<file path="config.mk">
export PLATFORM = sky130hd
export DESIGN_NAME = rect_flip_sched_flat
export DESIGN_NICKNAME = d
export VERILOG_FILES = /design/src/rtl/rect_flip_if.sv /design/src/rtl/rect_flip_sched.sv /design/src/flat_wrapper.sv
export SDC_FILE = /design/constraint.sdc
export NUM_CORES = 1
export LEC_CHECK = 0
export ABC_AREA = 1
export BUFFER_PORTS_ARGS = -buffer_cell sky130_fd_sc_hd__buf_2
export CELL_PAD_IN_SITES_DETAIL_PLACEMENT = 0
export CELL_PAD_IN_SITES_GLOBAL_PLACEMENT = 1
export CORE_MARGIN = 4
export CORE_UTILIZATION = 44
export CTS_CLUSTER_SIZE = 28
export DETAILED_ROUTE_END_ITERATION = 10
export HOLD_SLACK_MARGIN = 0.1
export MAX_ROUTING_LAYER = met4
export PLACE_DENSITY_LB_ADDON = 0.1
export SYNTH_ARGS = -nofsm -noshare
export SYNTH_HDL_FRONTEND = slang
export SYNTH_SLANG_ARGS = --single-unit
</file>
<file path="constraint.sdc">
create_clock -name clk -period 2.9 [get_ports clk]
set_input_delay 0.725 -clock clk [delete_from_list [all_inputs] [get_ports clk]]
set_output_delay 0.725 -clock clk [all_outputs]
set_load 0.005 [all_outputs]
</file>
<file path="src/rtl/rect_flip_if.sv">
// rect_flip_if: handshake/bus bundle for the rectangle-flip sequencer.
//   master modport (sequencer side):
//     in : start, m_in[N], out_ready
//     out: busy, out_valid, m_out[N], r1, r2 [RW], c1, c2 [CW], flips[KW], done
//   slave modport (search control / consumer side): directions mirrored.
interface rect_flip_if #(
    parameter int ROWS = 4,
    parameter int COLS = 4
);
    localparam int N     = ROWS * COLS;
    localparam int RW    = (ROWS > 1) ? $clog2(ROWS) : 1;
    localparam int CW    = (COLS > 1) ? $clog2(COLS) : 1;
    localparam int NRECT = ((ROWS * (ROWS - 1)) / 2) * ((COLS * (COLS - 1)) / 2);
    localparam int KW    = $clog2(NRECT + 1);

    logic          start;
    logic [N-1:0]  m_in;
    logic          busy;
    logic          out_valid;
    logic          out_ready;
    logic [N-1:0]  m_out;
    logic [RW-1:0] r1;
    logic [RW-1:0] r2;
    logic [CW-1:0] c1;
    logic [CW-1:0] c2;
    logic [KW-1:0] flips;
    logic          done;

    modport master (
        input  start, m_in, out_ready,
        output busy, out_valid, m_out, r1, r2, c1, c2, flips, done
    );

    modport slave (
        output start, m_in, out_ready,
        input  busy, out_valid, m_out, r1, r2, c1, c2, flips, done
    );
endinterface

</file>
<file path="src/rtl/rect_flip_sched.sv">
// rect_flip_sched: latches a base matrix, walks every axis-aligned rectangle
// (r1<r2, c1<c2) with r1 outermost and c2 innermost, and for every rectangle
// whose corners form a checkerboard emits base XOR corner-mask on a
// valid/ready stream. All outputs are registered.
//   clk, rst  : clock, synchronous active-high reset
//   bus       : rect_flip_if.master (start/m_in in, stream + status out)
// Cell (r,c) lives at bit N-1-(c*ROWS+r): column-major, MSB first.
module rect_flip_sched #(
    parameter int ROWS = 4,
    parameter int COLS = 4
) (
    input  logic         clk,
    input  logic         rst,
    rect_flip_if.master  bus
);
    localparam int N     = ROWS * COLS;
    localparam int RW    = (ROWS > 1) ? $clog2(ROWS) : 1;
    localparam int CW    = (COLS > 1) ? $clog2(COLS) : 1;
    localparam int NRECT = ((ROWS * (ROWS - 1)) / 2) * ((COLS * (COLS - 1)) / 2);
    localparam int KW    = $clog2(NRECT + 1);
    localparam int IW    = (N > 1) ? $clog2(N) : 1;

    typedef enum logic [1:0] {
        ST_IDLE = 2'd0,
        ST_SCAN = 2'd1,
        ST_EMIT = 2'd2,
        ST_DONE = 2'd3
    } state_t;

    // Bit position of cell (r,c) in the flattened matrix.
    function automatic logic [IW-1:0] bit_idx(input logic [RW-1:0] r, input logic [CW-1:0] c);
        bit_idx = IW'(N - 1 - (int'(c) * ROWS + int'(r)));
    endfunction

    state_t        state_r, state_s;
    logic [N-1:0]  base_r, base_s;
    // Rectangle currently under evaluation (separate from the emitted copy).
    logic [RW-1:0] cr1_r, cr2_r, cr1_s, cr2_s;
    logic [CW-1:0] cc1_r, cc2_r, cc1_s, cc2_s;
    // Registered outputs.
    logic [N-1:0]  m_out_r, m_out_s;
    logic [RW-1:0] or1_r, or2_r, or1_s, or2_s;
    logic [CW-1:0] oc1_r, oc2_r, oc1_s, oc2_s;
    logic [KW-1:0] flips_r, flips_s;
    logic          busy_r, busy_s;
    logic          out_valid_r, out_valid_s;
    logic          done_r, done_s;

    // Rectangle following the current one in enumeration order.
    logic [RW-1:0] adv_r1_s, adv_r2_s;
    logic [CW-1:0] adv_c1_s, adv_c2_s;
    logic          last_s;
    logic          corner_a_s, corner_b_s, corner_c_s, corner_d_s;
    logic          rect_ok_s;
    logic [N-1:0]  mask_s;

    assign corner_a_s = base_r[bit_idx(cr1_r, cc1_r)];
    assign corner_b_s = base_r[bit_idx(cr1_r, cc2_r)];
    assign corner_c_s = base_r[bit_idx(cr2_r, cc1_r)];
    assign corner_d_s = base_r[bit_idx(cr2_r, cc2_r)];
    assign rect_ok_s  = (corner_a_s == corner_d_s) && (corner_b_s == corner_c_s)
                        && (corner_a_s != corner_b_s);

    assign last_s = (cr1_r == RW'(ROWS - 2)) && (cr2_r == RW'(ROWS - 1))
                    && (cc1_r == CW'(COLS - 2)) && (cc2_r == CW'(COLS - 1));

    // Corner mask of the rectangle under evaluation.
    always_comb begin
        mask_s = {N{1'b0}};
        mask_s[bit_idx(cr1_r, cc1_r)] = 1'b1;
        mask_s[bit_idx(cr1_r, cc2_r)] = 1'b1;
        mask_s[bit_idx(cr2_r, cc1_r)] = 1'b1;
        mask_s[bit_idx(cr2_r, cc2_r)] = 1'b1;
    end

    // Enumeration step: bump c2, then c1, then r2, then r1; inner indices restart.
    always_comb begin
        adv_r1_s = cr1_r;
        adv_r2_s = cr2_r;
        adv_c1_s = cc1_r;
        adv_c2_s = cc2_r;
        if (cc2_r != CW'(COLS - 1)) begin
            adv_c2_s = cc2_r + CW'(1);
        end else if (cc1_r != CW'(COLS - 2)) begin
            adv_c1_s = cc1_r + CW'(1);
            adv_c2_s = cc1_r + CW'(2);
        end else if (cr2_r != RW'(ROWS - 1)) begin
            adv_r2_s = cr2_r + RW'(1);
            adv_c1_s = CW'(0);
            adv_c2_s = CW'(1);
        end else begin
            adv_r1_s = cr1_r + RW'(1);
            adv_r2_s = cr1_r + RW'(2);
            adv_c1_s = CW'(0);
            adv_c2_s = CW'(1);
        end
    end

    // Next-state and next-output logic; outputs are computed one cycle ahead.
    always_comb begin
        state_s     = state_r;
        base_s      = base_r;
        cr1_s       = cr1_r;
        cr2_s       = cr2_r;
        cc1_s       = cc1_r;
        cc2_s       = cc2_r;
        m_out_s     = m_out_r;
        or1_s       = or1_r;
        or2_s       = or2_r;
        oc1_s       = oc1_r;
        oc2_s       = oc2_r;
        flips_s     = flips_r;
        busy_s      = busy_r;
        out_valid_s = out_valid_r;
        done_s      = 1'b0;
        case (state_r)
            ST_IDLE: begin
                if (bus.start) begin
                    base_s      = bus.m_in;
                    flips_s     = {KW{1'b0}};
                    cr1_s       = RW'(0);
                    cr2_s       = RW'(1);
                    cc1_s       = CW'(0);
                    cc2_s       = CW'(1);
                    busy_s      = 1'b1;
                    out_valid_s = 1'b0;
                    state_s     = ST_SCAN;
                end else begin
                    busy_s      = 1'b0;
                    out_valid_s = 1'b0;
                end
            end
            ST_SCAN: begin
                if (rect_ok_s) begin
                    m_out_s     = base_r ^ mask_s;
                    or1_s       = cr1_r;
                    or2_s       = cr2_r;
                    oc1_s       = cc1_r;
                    oc2_s       = cc2_r;
                    out_valid_s = 1'b1;
                    state_s     = ST_EMIT;
                end else if (last_s) begin
                    busy_s  = 1'b0;
                    done_s  = 1'b1;
                    state_s = ST_DONE;
                end else begin
                    cr1_s = adv_r1_s;
                    cr2_s = adv_r2_s;
                    cc1_s = adv_c1_s;
                    cc2_s = adv_c2_s;
                end
            end
            ST_EMIT: begin
                if (bus.out_ready) begin
                    flips_s     = flips_r + KW'(1);
                    out_valid_s = 1'b0;
                    if (last_s) begin
                        busy_s  = 1'b0;
                        done_s  = 1'b1;
                        state_s = ST_DONE;
                    end else begin
                        cr1_s   = adv_r1_s;
                        cr2_s   = adv_r2_s;
                        cc1_s   = adv_c1_s;
                        cc2_s   = adv_c2_s;
                        state_s = ST_SCAN;
                    end
                end else begin
                    out_valid_s = 1'b1;
                end
            end
            ST_DONE: begin
                busy_s  = 1'b0;
                state_s = ST_IDLE;
            end
            default: begin
                busy_s      = 1'b0;
                out_valid_s = 1'b0;
                state_s     = ST_IDLE;
            end
        endcase
    end

    // State and output registers with synchronous reset.
    always_ff @(posedge clk) begin
        if (rst) begin
            state_r     <= ST_IDLE;
            base_r      <= {N{1'b0}};
            cr1_r       <= RW'(0);
            cr2_r       <= RW'(0);
            cc1_r       <= CW'(0);
            cc2_r       <= CW'(0);
            m_out_r     <= {N{1'b0}};
            or1_r       <= RW'(0);
            or2_r       <= RW'(0);
            oc1_r       <= CW'(0);
            oc2_r       <= CW'(0);
            flips_r     <= {KW{1'b0}};
            busy_r      <= 1'b0;
            out_valid_r <= 1'b0;
            done_r      <= 1'b0;
        end else begin
            state_r     <= state_s;
            base_r      <= base_s;
            cr1_r       <= cr1_s;
            cr2_r       <= cr2_s;
            cc1_r       <= cc1_s;
            cc2_r       <= cc2_s;
            m_out_r     <= m_out_s;
            or1_r       <= or1_s;
            or2_r       <= or2_s;
            oc1_r       <= oc1_s;
            oc2_r       <= oc2_s;
            flips_r     <= flips_s;
            busy_r      <= busy_s;
            out_valid_r <= out_valid_s;
            done_r      <= done_s;
        end
    end

    assign bus.busy      = busy_r;
    assign bus.out_valid = out_valid_r;
    assign bus.m_out     = m_out_r;
    assign bus.r1        = or1_r;
    assign bus.r2        = or2_r;
    assign bus.c1        = oc1_r;
    assign bus.c2        = oc2_r;
    assign bus.flips     = flips_r;
    assign bus.done      = done_r;
endmodule

</file>
<file path="src/flat_wrapper.sv">
// flat-port wrapper written by rule: the top's interface ports become plain ports
module rect_flip_sched_flat 
#(
    parameter int ROWS = 4,
    parameter int COLS = 4
)
  (clk, rst, bus_start, bus_m_in, bus_out_ready, bus_busy, bus_out_valid, bus_m_out, bus_r1, bus_r2, bus_c1, bus_c2, bus_flips, bus_done);
  rect_flip_if #(.ROWS(ROWS), .COLS(COLS)) bus_i ();
  input  logic clk;
  input  logic rst;
  input wire logic [$bits(bus_i.start)-1:0] bus_start;
  input wire logic [$bits(bus_i.m_in)-1:0] bus_m_in;
  input wire logic [$bits(bus_i.out_ready)-1:0] bus_out_ready;
  output wire logic [$bits(bus_i.busy)-1:0] bus_busy;
  output wire logic [$bits(bus_i.out_valid)-1:0] bus_out_valid;
  output wire logic [$bits(bus_i.m_out)-1:0] bus_m_out;
  output wire logic [$bits(bus_i.r1)-1:0] bus_r1;
  output wire logic [$bits(bus_i.r2)-1:0] bus_r2;
  output wire logic [$bits(bus_i.c1)-1:0] bus_c1;
  output wire logic [$bits(bus_i.c2)-1:0] bus_c2;
  output wire logic [$bits(bus_i.flips)-1:0] bus_flips;
  output wire logic [$bits(bus_i.done)-1:0] bus_done;
  assign bus_i.start = bus_start;
  assign bus_i.m_in = bus_m_in;
  assign bus_i.out_ready = bus_out_ready;
  assign bus_busy = bus_i.busy;
  assign bus_out_valid = bus_i.out_valid;
  assign bus_m_out = bus_i.m_out;
  assign bus_r1 = bus_i.r1;
  assign bus_r2 = bus_i.r2;
  assign bus_c1 = bus_i.c1;
  assign bus_c2 = bus_i.c2;
  assign bus_flips = bus_i.flips;
  assign bus_done = bus_i.done;
  rect_flip_sched #(.ROWS(ROWS), .COLS(COLS)) u_core (.clk(clk), .rst(rst), .bus(bus_i));
endmodule
</file>
# Word level (Yosys, flattened, before mapping)
# Cells that the tools add are included.
# word_totals
output_inout_bits,33
word_cells,143
n_memories,0
latch_bits,0
rom_bits,0
ram_bits,0
reg_bits,59
# op_classes
bitwise,4
reduce_logical,19
eq_ne,18
n_addsub,15
n_lt_le_gt_ge,8
shift,0
multipliers,0
n_div,0
n_mux,64
# op_table
cell,n
$mux 2,28
$or 16x16->16,3
$pmux 2 s3,4
$lt 4x5->1 const B,4
$mux 1,17
$add 4x2->4,4
$bmux 1 s4,4
$demux 1 s4,4
$ge 4x1->1 const B,4
$sub 1x4->4 const A,4
$xor 16x16->16,1
$eq 2x2->1 const B,6
$mux 6,2
$ne 2x2->1 const B,6
$pmux 6 s2,1
$logic_and 1x1->1,9
$add 2x1->2 const B,4
$pmux 2 s4,1
$reduce_and 2->1,4
$add 6x1->6 const B,1
$reduce_and 3->1,2
$add 2x2->2 const B,2
$pmux 1 s4,1
$reduce_and 4->1,1
other kinds (10),11

# Logic depth before layout (Yosys ltp)
# Gate-level depths: netlist (run 1).
# depth
word_depth,10
ltp_mapped,18

# Least setup slack after synthesis (run 1)
# OpenSTA, ideal clock, no wires.
# synth_timing
path_type,reg-to-reg
startpoint,register u_core.cr2_r[0]
endpoint,register u_core.m_out_r[10] (netlist: u_core.bus.m_out[10])
synth_period_minus_slack_ns,1.837
path_slack_ns,1.063
path_buffers,4
setup_ns,0.118
path_stages_with_launch,18
arrival_time_ns,1.719
path_cell_list,dfxtp_1 buf_6 inv_4 buf_6 nand2_2 nand3_1 nand3_1 nand2_1 inv_1 nand2_1 nor2_2 nand2_2 nand2_2 nand2_4 inv_4 buf_8 buf_6 a21oi_2
# synth_via
elab_chain_cells,9
# synth_lines
item,line_no,rtl
start: declaration,rect_flip_sched.sv:38,"logic [RW-1:0] cr1_r, cr2_r, cr1_s, cr2_s;"
start signal: assignment,rect_flip_sched.sv:206,cr2_r <= cr2_s;
$add 4x2->4,rect_flip_sched.sv:32,bit_idx = IW'(N - 1 - (int'(c) * ROWS + int'(r)));
$sub 1x4->4,rect_flip_sched.sv:32,
$lt 4x5->1 (implied by the code) or $ge 4x1->1 (tied branches),rect_flip_sched.sv:72,"mask_s[bit_idx(cr2_r, cc1_r)] = 1'b1;"
$logic_and 1x1->1 (implied by the code),rect_flip_sched.sv:72,
$mux 1 (implied by the code),rect_flip_sched.sv:72,
$demux 1 s4,n/a,
$or 16x16->16 (no source line) (2 in series),n/a,
$xor 16x16->16,rect_flip_sched.sv:135,m_out_s = base_r ^ mask_s;
end signal: assignment,rect_flip_sched.sv:193,m_out_r <= {N{1'b0}};
end signal: assignment,rect_flip_sched.sv:209,m_out_r <= m_out_s;
end: declaration,rect_flip_sched.sv:41,"logic [N-1:0] m_out_r, m_out_s;"
# Parallel ways exist; a longest one is shown, timed or not. The select of a mux whose other input is x is not followed.
# A chain may end at the register's enable or synchronous reset.

# Worst setup path after layout (run 1)
# layout_timing
startpoint,register u_core.cr2_r[0]
endpoint,register u_core.or1_r[0] (netlist: u_core.bus.r1[0])
# layout_via
elab_chain_cells,8
# layout_lines
item,line_no,rtl
$add 4x2->4,rect_flip_sched.sv:32,
$sub 1x4->4,rect_flip_sched.sv:32,
$bmux 1 s4 (on tied branches),"rect_flip_sched.sv:60, rect_flip_sched.sv:59",
$mux 1 (on tied branches),"rect_flip_sched.sv:60, rect_flip_sched.sv:59",
$eq 1x1->1,rect_flip_sched.sv:61,assign rect_ok_s = (corner_a_s == corner_d_s) && (corner_b_s == corner_c_s)
$logic_and 1x1->1 *,rect_flip_sched.sv:61,
$logic_and 1x1->1 *,rect_flip_sched.sv:62,&& (corner_a_s != corner_b_s);
$reduce_and 2->1 (no source line) *,n/a,
end signal: assignment,rect_flip_sched.sv:210,or1_r <= or1_s;
end: declaration,rect_flip_sched.sv:42,"logic [RW-1:0] or1_r, or2_r, or1_s, or2_s;"
# Every way passes the cells marked *; elsewhere a longest branch is shown, timed or not. The select of a mux whose other input is x is not followed.

==> results of run 1 <==
-- synth_stat cells --
library cell and number:
ha_1 15, a21oi_1 18, o211ai_1 1, clkbuf_1 7, nand2_2 6, inv_1 34, o21ai_0 28, o21ai_1 22
o31ai_1 1, nand3_2 1, inv_4 2, buf_1 1, dfxtp_1 59, buf_8 2, nand2_4 1, clkinv_1 1
nor2_2 1, nor3_1 2, o22ai_1 1, nand3_1 36, xor2_1 16, buf_6 7, nand4_1 7, a31oi_1 1
nand2_1 102, inv_2 1, nor2_1 66, or2_2 5, a211oi_1 2, a21oi_2 20
-- report_power, final --
group | switching (W) | internal, W | total (W)
logic | 0.00108 | 0.000584 | 0.00167
clock network | 0.000347 | 0.000420 | 0.000766
registers | 0.000239 | 0.00100 | 0.00124
-- logic make-up (layout without fill, tap and decap cells) --
kind of cell | Yosys count | in the layout
flip-flops | 59 | 59
buffers and inverters | 55 | 108
XOR/XNOR | 16 | 16
AND/OR/NAND/NOR | 227 | 227
AO/OA/AOI/OAI | 94 | 94
adder cells (fa/ha/maj) | 15 | 15
-- critical path, cell delays in order, from the launching register on --
cell and delay [ns]:
dfxtp_1 0.61, inv_4 0.16, nand2_1 0.09, nand3_1 0.10, nand3_1 0.09, nand2_1 0.09, inv_1 0.06, nand2_1 0.05
nor2_2 0.11, nand2_2 0.07, nand2_2 0.08, nand2_4 0.08, inv_4 0.42, o21ai_0 0.20, a21oi_2 0.12
-- layer usage --
metal	vias up	share of wire, %	routed length (um)
li1	1622	-	-
met1	1342	50	4277
met2	98	40	3433
met3	12	7.5	637
met4	0	1.9	165
met5	-	0	0
-- metrics by stage --
stage	hold slack (ns)	cell area, um2	util (%)
6_report	0.4474	3789	51.96
5_1_grt	0.4937	3789	51.96
4_1_cts	0.4475	3789	51.96
3_5_place_dp	0.4354	3587	49.19
3_3_place_gp	0.4275	3587	49.19
2_1_floorplan	0.4456	3314	-
-- placed cells by master (no fill, tap or decap), drive strengths merged --
cell | Yosys | final
ha | 15 | 15
o22ai | 1 | 1
o31ai | 1 | 1
o211ai | 1 | 1
nand3 | 37 | 37
o21ai | 50 | 50
dfxtp | 59 | 59
nor2 | 67 | 67
xor2 | 16 | 16
bufinv | 0 | 1
a21oi | 38 | 38
nand4 | 7 | 7
clkbuf | 7 | 10
clkinv | 1 | 3
buf | 10 | 54
nand2 | 109 | 109
a211oi | 2 | 2
or2 | 5 | 5
a31oi | 1 | 1
nor3 | 2 | 2
inv | 37 | 38
clkinvlp | 0 | 2
-- final timing paths --
check / end / slack [ns] / startpoint / cells after the start
max reg2reg: u_core.bus.r1[0]$_SDFFE_PP0P_ / 0.46 / u_core.cr2_r[0]$_SDFFE_PP0P_ / 14
max: u_core.bus.r1[0]$_SDFFE_PP0P_ / 0.46 / u_core.cr2_r[0]$_SDFFE_PP0P_ / 14
min: u_core.bus.flips[5]$_SDFFE_PP0P_ / 0.45 / u_core.bus.flips[5]$_SDFFE_PP0P_ / 1
min reg2reg: u_core.bus.flips[5]$_SDFFE_PP0P_ / 0.45 / u_core.bus.flips[5]$_SDFFE_PP0P_ / 1
-- cell type report --
| class | instances | area share (%) |
|---|---|---|
| clock buffers | 10 | 3.633 |
| clock inverters | 6 | 1.684 |
| inverters | 38 | 3.897 |
| multi-input cells | 352 | 48.75 |
| flip-flops and latches | 59 | 31.18 |
| well taps | 99 | 3.269 |
| repair buffers | 54 | 7.596 |
==> run metrics, run 1 <==
met1 Usage GRT=30.47%; vias per cell=4.974; crit share post-route=84.12%; Post-Place Cells=602; Total GRT Usage=21.27%; # setup viols final=0; largest net degree at the start of global routing=49; main combinational cell family by area after synthesis=simple AND/OR/NAND/NOR gates; worst hold path type=flop to flop; clock latency on the worst-skew pair=0.35 ns; Core Area=7292 um2; antenna violations before repair=0; clk sinks=59; DR vias=3,074; Setup Total Neg Slack=0 ns; crit path launch type=flop; Worst Slack Setup Final=0.4604 ns; Worst Path Required=3.18 ns; Slew Viols, Final=0; first-pass GRT wire length=14,270 um; grt met3 use=4.861%; RSZ-0062 raised after global routing=false; Critical Path Fanout Max=48; Root Driver=clkbuf_8; met2 usage=28.77%; RD Place Congestion=0.9320; sequential area share after synthesis=35.64%; Compound-Gate Fraction of Synth Area=16.84%; IO buf count=52; Synth Cell Area=3314 um2; layout cell share with drive strength beyond 1=20.62%; maxcap violations=0; htree depth=3; syn_area_per_cell=7.113 um2; Top Usage Layer GRT=met1; # fillers=801; DP Worst Slack=0.5043 ns; Post-CTS Setup Bufs=0; CTS-repair resized insts=0; xor and xnor area share after synthesis=4.228%; Ports=53; FP Rows=31; peak supply drop=0.5415 mV; worst setup path category=flop to flop; iteration count of the initial detailed-routing pass=4; residual DRC count=0; Post-Route Skew=0.009745 ns; Synth area leader=dfxtp_1; cts hold-fix bufs=0; ANT nets after route=0; Simple-Gate Fraction of Synth Area=28.99%; Die W=94.79 um; final worst path period need=2.440 ns; Synth Register Bits=59; area taken by multi-input logic gates=1847 um2; Rel. slew slack=62.74%; adder-cell share of the synthesized area=5.663%; Clk pin slew, worst setup/hold paths=0.07 ns; Synth top area share=35.64%; routed length per placed instance=13.78 um; Register Area=1181 um2; max frequency=409.9 MHz; DR iter-0 viols=156; Initial Utilization=45.45%; fin cells=618; HPWL reported at the end of detailed placement=6390 um; Hold Fails Final Rpt=0; CTS tree=done; Synth Warn #=0; post-synthesis mux area share=0%; clock buffer count from CTS=9; maximum clock insertion buffer count=2; vias in the first global route=2,871; CP endpoint kind=flop; n_diodes=0; worst slew pin tran=0.5589 ns; final WL=8513 um; top cells by area, synth=dfxtp_1 (36%), nand2_1 (12%), nor2_1 (7.5%); die area=8985 um2; Post-Syn Instances=466; Total Power=0.003672 W; Synth cell types=30; Final Net Count=549; P per Cell Area=969.2 nW/um2; Leak=1.778 nW; GR Overflow Total=0; status=completed; Die H=94.79 um; area growth from synthesis to layout=14.31%; syn_nets=501; Arrival @ worst endpoint=2.72 ns
No activity file was read; power rests on OpenSTA's default activity.
==> inputs of run 2 (changes only) <==
--- a/config.mk
+++ b/config.mk
@@ -5,12 +5,12 @@
 export SDC_FILE = /design/constraint.sdc
 export NUM_CORES = 1
 export LEC_CHECK = 0
-export ABC_AREA = 1
+export ABC_AREA = 0
 export BUFFER_PORTS_ARGS = -buffer_cell sky130_fd_sc_hd__buf_2
 export CELL_PAD_IN_SITES_DETAIL_PLACEMENT = 0
 export CELL_PAD_IN_SITES_GLOBAL_PLACEMENT = 1
 export CORE_MARGIN = 4
-export CORE_UTILIZATION = 44
+export CORE_UTILIZATION = 42
 export CTS_CLUSTER_SIZE = 28
 export DETAILED_ROUTE_END_ITERATION = 10
 export HOLD_SLACK_MARGIN = 0.1
==> constraint.sdc (replaced) <==
create_clock -name clk -period 2.4 [get_ports clk]
set_input_delay 0.6 -clock clk [delete_from_list [all_inputs] [get_ports clk]]
set_output_delay 0.6 -clock clk [all_outputs]
set_load 0.005 [all_outputs]
==> run 2 against run 1 <==
The flow now finishes with violations (negative setup slack). Core utilization up 6.4 points. Clock-buffer cell count up 2. Cell area up 14%. Critical path depth down 6. Clock skew down 0.0021 ns. Die area up 2.7%. Clock power up 24%. Combinational power down 25%. Sequential cell count unchanged. Routed wire length up 1.4%. Synthesized cell count down 21%. Maximum frequency down 4.8%. Largest power group unchanged.
==> run metrics, run 2 <==
Initial Utilization=43.95% (was 45.45%); sequential share of power=35.0% (was 33.7%); asr flop ratio synth=0% (unchanged); die area=9224 um2 (was 8985 um2); final worst path period need=2.561 ns (was 2.440 ns); top cells by area, synth=dfxtp_1 (36%), nor2_1 (6.7%), nand2_1 (6.5%) (was dfxtp_1 (36%), nand2_1 (12%), nor2_1 (7.5%)); Synth top area share=36.28% (was 35.64%); Die W=96.04 um (was 94.79 um); CP peak stage delay=0.54 ns (was 0.61 ns); critical-path cell with the highest stage delay=or4_4 (was dfxtp_1); crit path launch type=flop (unchanged); Reg2Reg Setup Slack=-0.16 ns (was 0.46 ns); ANT nets after route=0 (unchanged); HP Start=u_core.bus.out_valid$_SDFFE_PP0P_ (was u_core.bus.flips[5]$_SDFFE_PP0P_); Root Driver=clkbuf_8 (unchanged); Worst Path Required=2.63 ns (was 3.18 ns); RD Place Congestion=0.8639 (was 0.9320); clock power share=28.1% (was 20.9%); Post-Route Skew=0.007653 ns (was 0.009745 ns); CTS tree=done (unchanged); Final Net Count=502 (was 549); HPWL reported at the end of detailed placement=6471 um (was 6390 um); failing checks=negative setup slack; final WL=8636 um (was 8513 um); area growth from synthesis to layout=32.78% (was 14.31%); Sw Ratio=35.34% (was 45.43%); htree depth=3 (unchanged); RSZ-0062 raised after global routing=true (was false); Leak=1.816 nW (was 1.778 nW); clock latency on the worst-skew pair=0.34 ns (was 0.35 ns); top-count cell post-synth=dfxtp_1 (was nand2_1); vias per cell=5.165 (was 4.974); FP Rows=31 (unchanged); Post-synth EDFFs=0 (unchanged); hold path depth=2 (was 1); Pint=0.002181 W (was 0.002004 W); Synth area leader=dfxtp_1 (unchanged); # setup viols final=33 (was 0); peak supply drop=0.3621 mV (was 0.5415 mV); syn_area_per_cell=8.799 um2 (was 7.113 um2); most frequent cells in the layout=nand2_1 (56), dfxtp_1 (55), buf_2 (52), nor2_1 (46), buf_4 (46) (was nand2_1 (102), nor2_1 (66), dfxtp_1 (59), buf_2 (52), nand3_1 (36)); Critical Path, Cell by Cell=mux4_2 > a22oi_2 > nand3_1 > or4_4 > buf_4 > a21bo_4 > and3_4 > o221a_1 (was inv_4 > nand2_1 > nand3_1 > nand3_1 > nand2_1 > inv_1 > nand2_1 > nor2_2 > nand2_2 > nand2_2 > nand2_4 > inv_4 > o21ai_0 > a21oi_2); GR Overflow Total=0 (unchanged); cts hold-fix bufs=0 (unchanged); first-pass GRT wire length=14,030 um (was 14,270 um); Rel. slew slack=57.84% (was 62.74%); syn_nets=405 (was 501); Total GRT Usage=20.61% (was 21.27%); Reg-to-Reg End=u_core.cc2_r[0]$_SDFFE_PP0P_ (was u_core.bus.r1[0]$_SDFFE_PP0P_); P per Cell Area=780.3 nW/um2 (was 969.2 nW/um2); max frequency=390.4 MHz (was 409.9 MHz); Hold Path End=u_core.bus.out_valid$_SDFFE_PP0P_ (was u_core.bus.flips[5]$_SDFFE_PP0P_); Synth cell types=42 (was 30); Synth Cell Area=3256 um2 (was 3314 um2); Core Area=7408 um2 (was 7292 um2); worst hold path type=flop to flop (unchanged); Synth Register Bits=59 (unchanged); crit share post-route=106.7% (was 84.12%); Die H=96.04 um (was 94.79 um); cell area after layout=4323 um2 (was 3789 um2); CP endpoint kind=flop (unchanged); n_diodes=0 (unchanged); Clk pin slew, worst setup/hold paths=0.07 ns (about the same); DR vias=2,939 (was 3,074); IO buf count=52 (unchanged); maxcap violations=0 (unchanged); clock buffer count from CTS=9 (unchanged); status=complete, but fails checks (was completed); leading cell type in the layout, fill and taps excluded=nand2_1 (unchanged); Worst Slack Setup Final=-0.1615 ns (was 0.4604 ns); placed instance area=3954 um2 (was 3587 um2); clk sinks=59 (unchanged); worst slew pin tran=0.6324 ns (was 0.5589 ns); sequential area share after synthesis=36.28% (was 35.64%); largest net degree at the start of global routing=33 (was 49); residual DRC count=0 (unchanged); area taken by multi-input logic gates=1958 um2 (was 1847 um2); Ports=53 (unchanged); Hold Fails Final Rpt=0 (unchanged); routed length per placed instance=15.18 um (was 13.78 um); Critical Path Fanout Max=5 (was 48); Arrival @ worst endpoint=2.80 ns (was 2.72 ns); layout cell share with drive strength beyond 1=36.60% (was 20.62%); worst setup path category=flop to flop (unchanged); # fillers=706 (was 801); most frequent cells after synthesis=dfxtp_1 (59), nor2_1 (58), nand2_1 (56) (was nand2_1 (102), nor2_1 (66), dfxtp_1 (59)); DR iter-0 viols=172 (was 156); antenna violations before repair=0 (unchanged); vias in the first global route=2,805 (was 2,871); main flop type after synthesis=dfxtp_1 (unchanged); Setup Total Neg Slack=-3.722 ns (was 0 ns); Synth Warn #=0 (unchanged); Register Area=1189 um2 (was 1181 um2); Post-Syn Instances=370 (was 466); reg-to-reg startpoint=u_core.cr1_r[0]$_SDFFE_PP0P_ (was u_core.cr2_r[0]$_SDFFE_PP0P_); iteration count of the initial detailed-routing pass=4 (unchanged); Net Sw Power=0.001192 W (was 0.001668 W); Comb power frac=36.9% (was 45.4%); Slew Viols, Final=0 (unchanged); worst r2r path cells=8 (was 14); maximum clock insertion buffer count=2 (unchanged)
-- run 2: cell count changes in the layout (fill, tap and decap cells not counted), sizes merged, moves of 16 or more --
cell and delta:
o21ai -43, inv -27, xnor2 +17, nand2 -53
a211oi +16, a21oi -18, nand3 -25, buf +57
-- run 2: critical path, delay by kind of cell (launching register included) --
family | cells | cell delay (ns)
AO/OA/AOI/OAI | 3 | 0.58
buffers and inverters | 1 | 0.16
flip-flops | 1 | 0.39
multiplexers | 1 | 0.53
AND/OR/NAND/NOR | 3 | 0.81
-- run 2: logic make-up after synthesis --
kind of cell / count (synthesis) / synth area share [%]
multiplexers: 21 / 9.531
adder cells (fa/ha/maj): 15 / 5.765
buffers and inverters: 37 / 5.956
XOR/XNOR: 20 / 5.381
AO/OA/AOI/OAI: 69 / 17.33
flip-flops: 59 / 36.28
AND/OR/NAND/NOR: 149 / 19.75
-- run 2: cell type report --
cell class,count,share of cell area [%]
multi-input combinational,274,45.30
timing repair buffer,111,18.67
sequential,59,27.50
clock buffer,12,3.821
tap,99,2.865
clock inverter,2,0.8104
inverter,12,1.042
-- run 2: power by group through the flow --
stage / registers [W] / logic, W / clock network [W]
after floorplan: 0.00118 / 0.000817 / 0
after global placement: 0.00120 / 0.00118 / 0
after detailed placement: 0.00121 / 0.00118 / 0
after CTS: 0.00118 / 0.00121 / 0.000960
after global routing: 0.00120 / 0.00138 / 0.00102
final: 0.00118 / 0.00125 / 0.000947
-- run 2: worst max-delay path by stage --
stage	startpoint	end	slack, ns	cells past startpoint
floorplan	u_core.cr1_r[1]$_SDFFE_PP0P_	u_core.cc2_r[0]$_SDFFE_PP0P_	-0.22	10
global placement	u_core.cr1_r[0]$_SDFFE_PP0P_	u_core.bus.m_out[14]$_SDFFE_PP0P_	-0.09	9
detailed placement	u_core.cr1_r[0]$_SDFFE_PP0P_	u_core.bus.m_out[6]$_SDFFE_PP0P_	-0.16	9
CTS	u_core.cr1_r[0]$_SDFFE_PP0P_	u_core.bus.m_out[14]$_SDFFE_PP0P_	-0.12	10
global route	u_core.cr1_r[0]$_SDFFE_PP0P_	u_core.bus.r2[1]$_SDFFE_PP0P_	-0.27	9
finish	u_core.cr1_r[0]$_SDFFE_PP0P_	u_core.cc2_r[0]$_SDFFE_PP0P_	-0.16	8
-- run 2: repair_timing --
action	CTS	global route
gates cloned	1	0
endpoints found under the setup margin	36	36
resized for setup	11	6
pin swaps	2	8
buffers inserted	7	4
-- run 2: through the flow --
step	total power, W	hold slack [ns]	cells	setup slack, ns	utilization [%]
3_3_place_gp	0.002382	0.4486	543	-0.09132	53.37
2_1_floorplan	0.001998	0.4511	370	-0.2155	-
5_1_grt	0.003597	0.4878	569	-0.2728	58.35
4_1_cts	0.003352	0.4727	565	-0.1237	57.57
3_5_place_dp	0.002389	0.4642	543	-0.1644	53.37
6_report	0.003373	0.4751	569	-0.1615	58.35
-- run 2: per-layer routing --
| layer | up-vias | GRT usage [%] | routed length [um] |
|---|---|---|---|
| li1 | 1481 | - | - |
| met1 | 1371 | 26.75 | 4028 |
| met2 | 79 | 32.09 | 4069 |
| met3 | 8 | 4.378 | 441 |
| met4 | 0 | 6.517 | 97 |
| met5 | - | - | 0 |
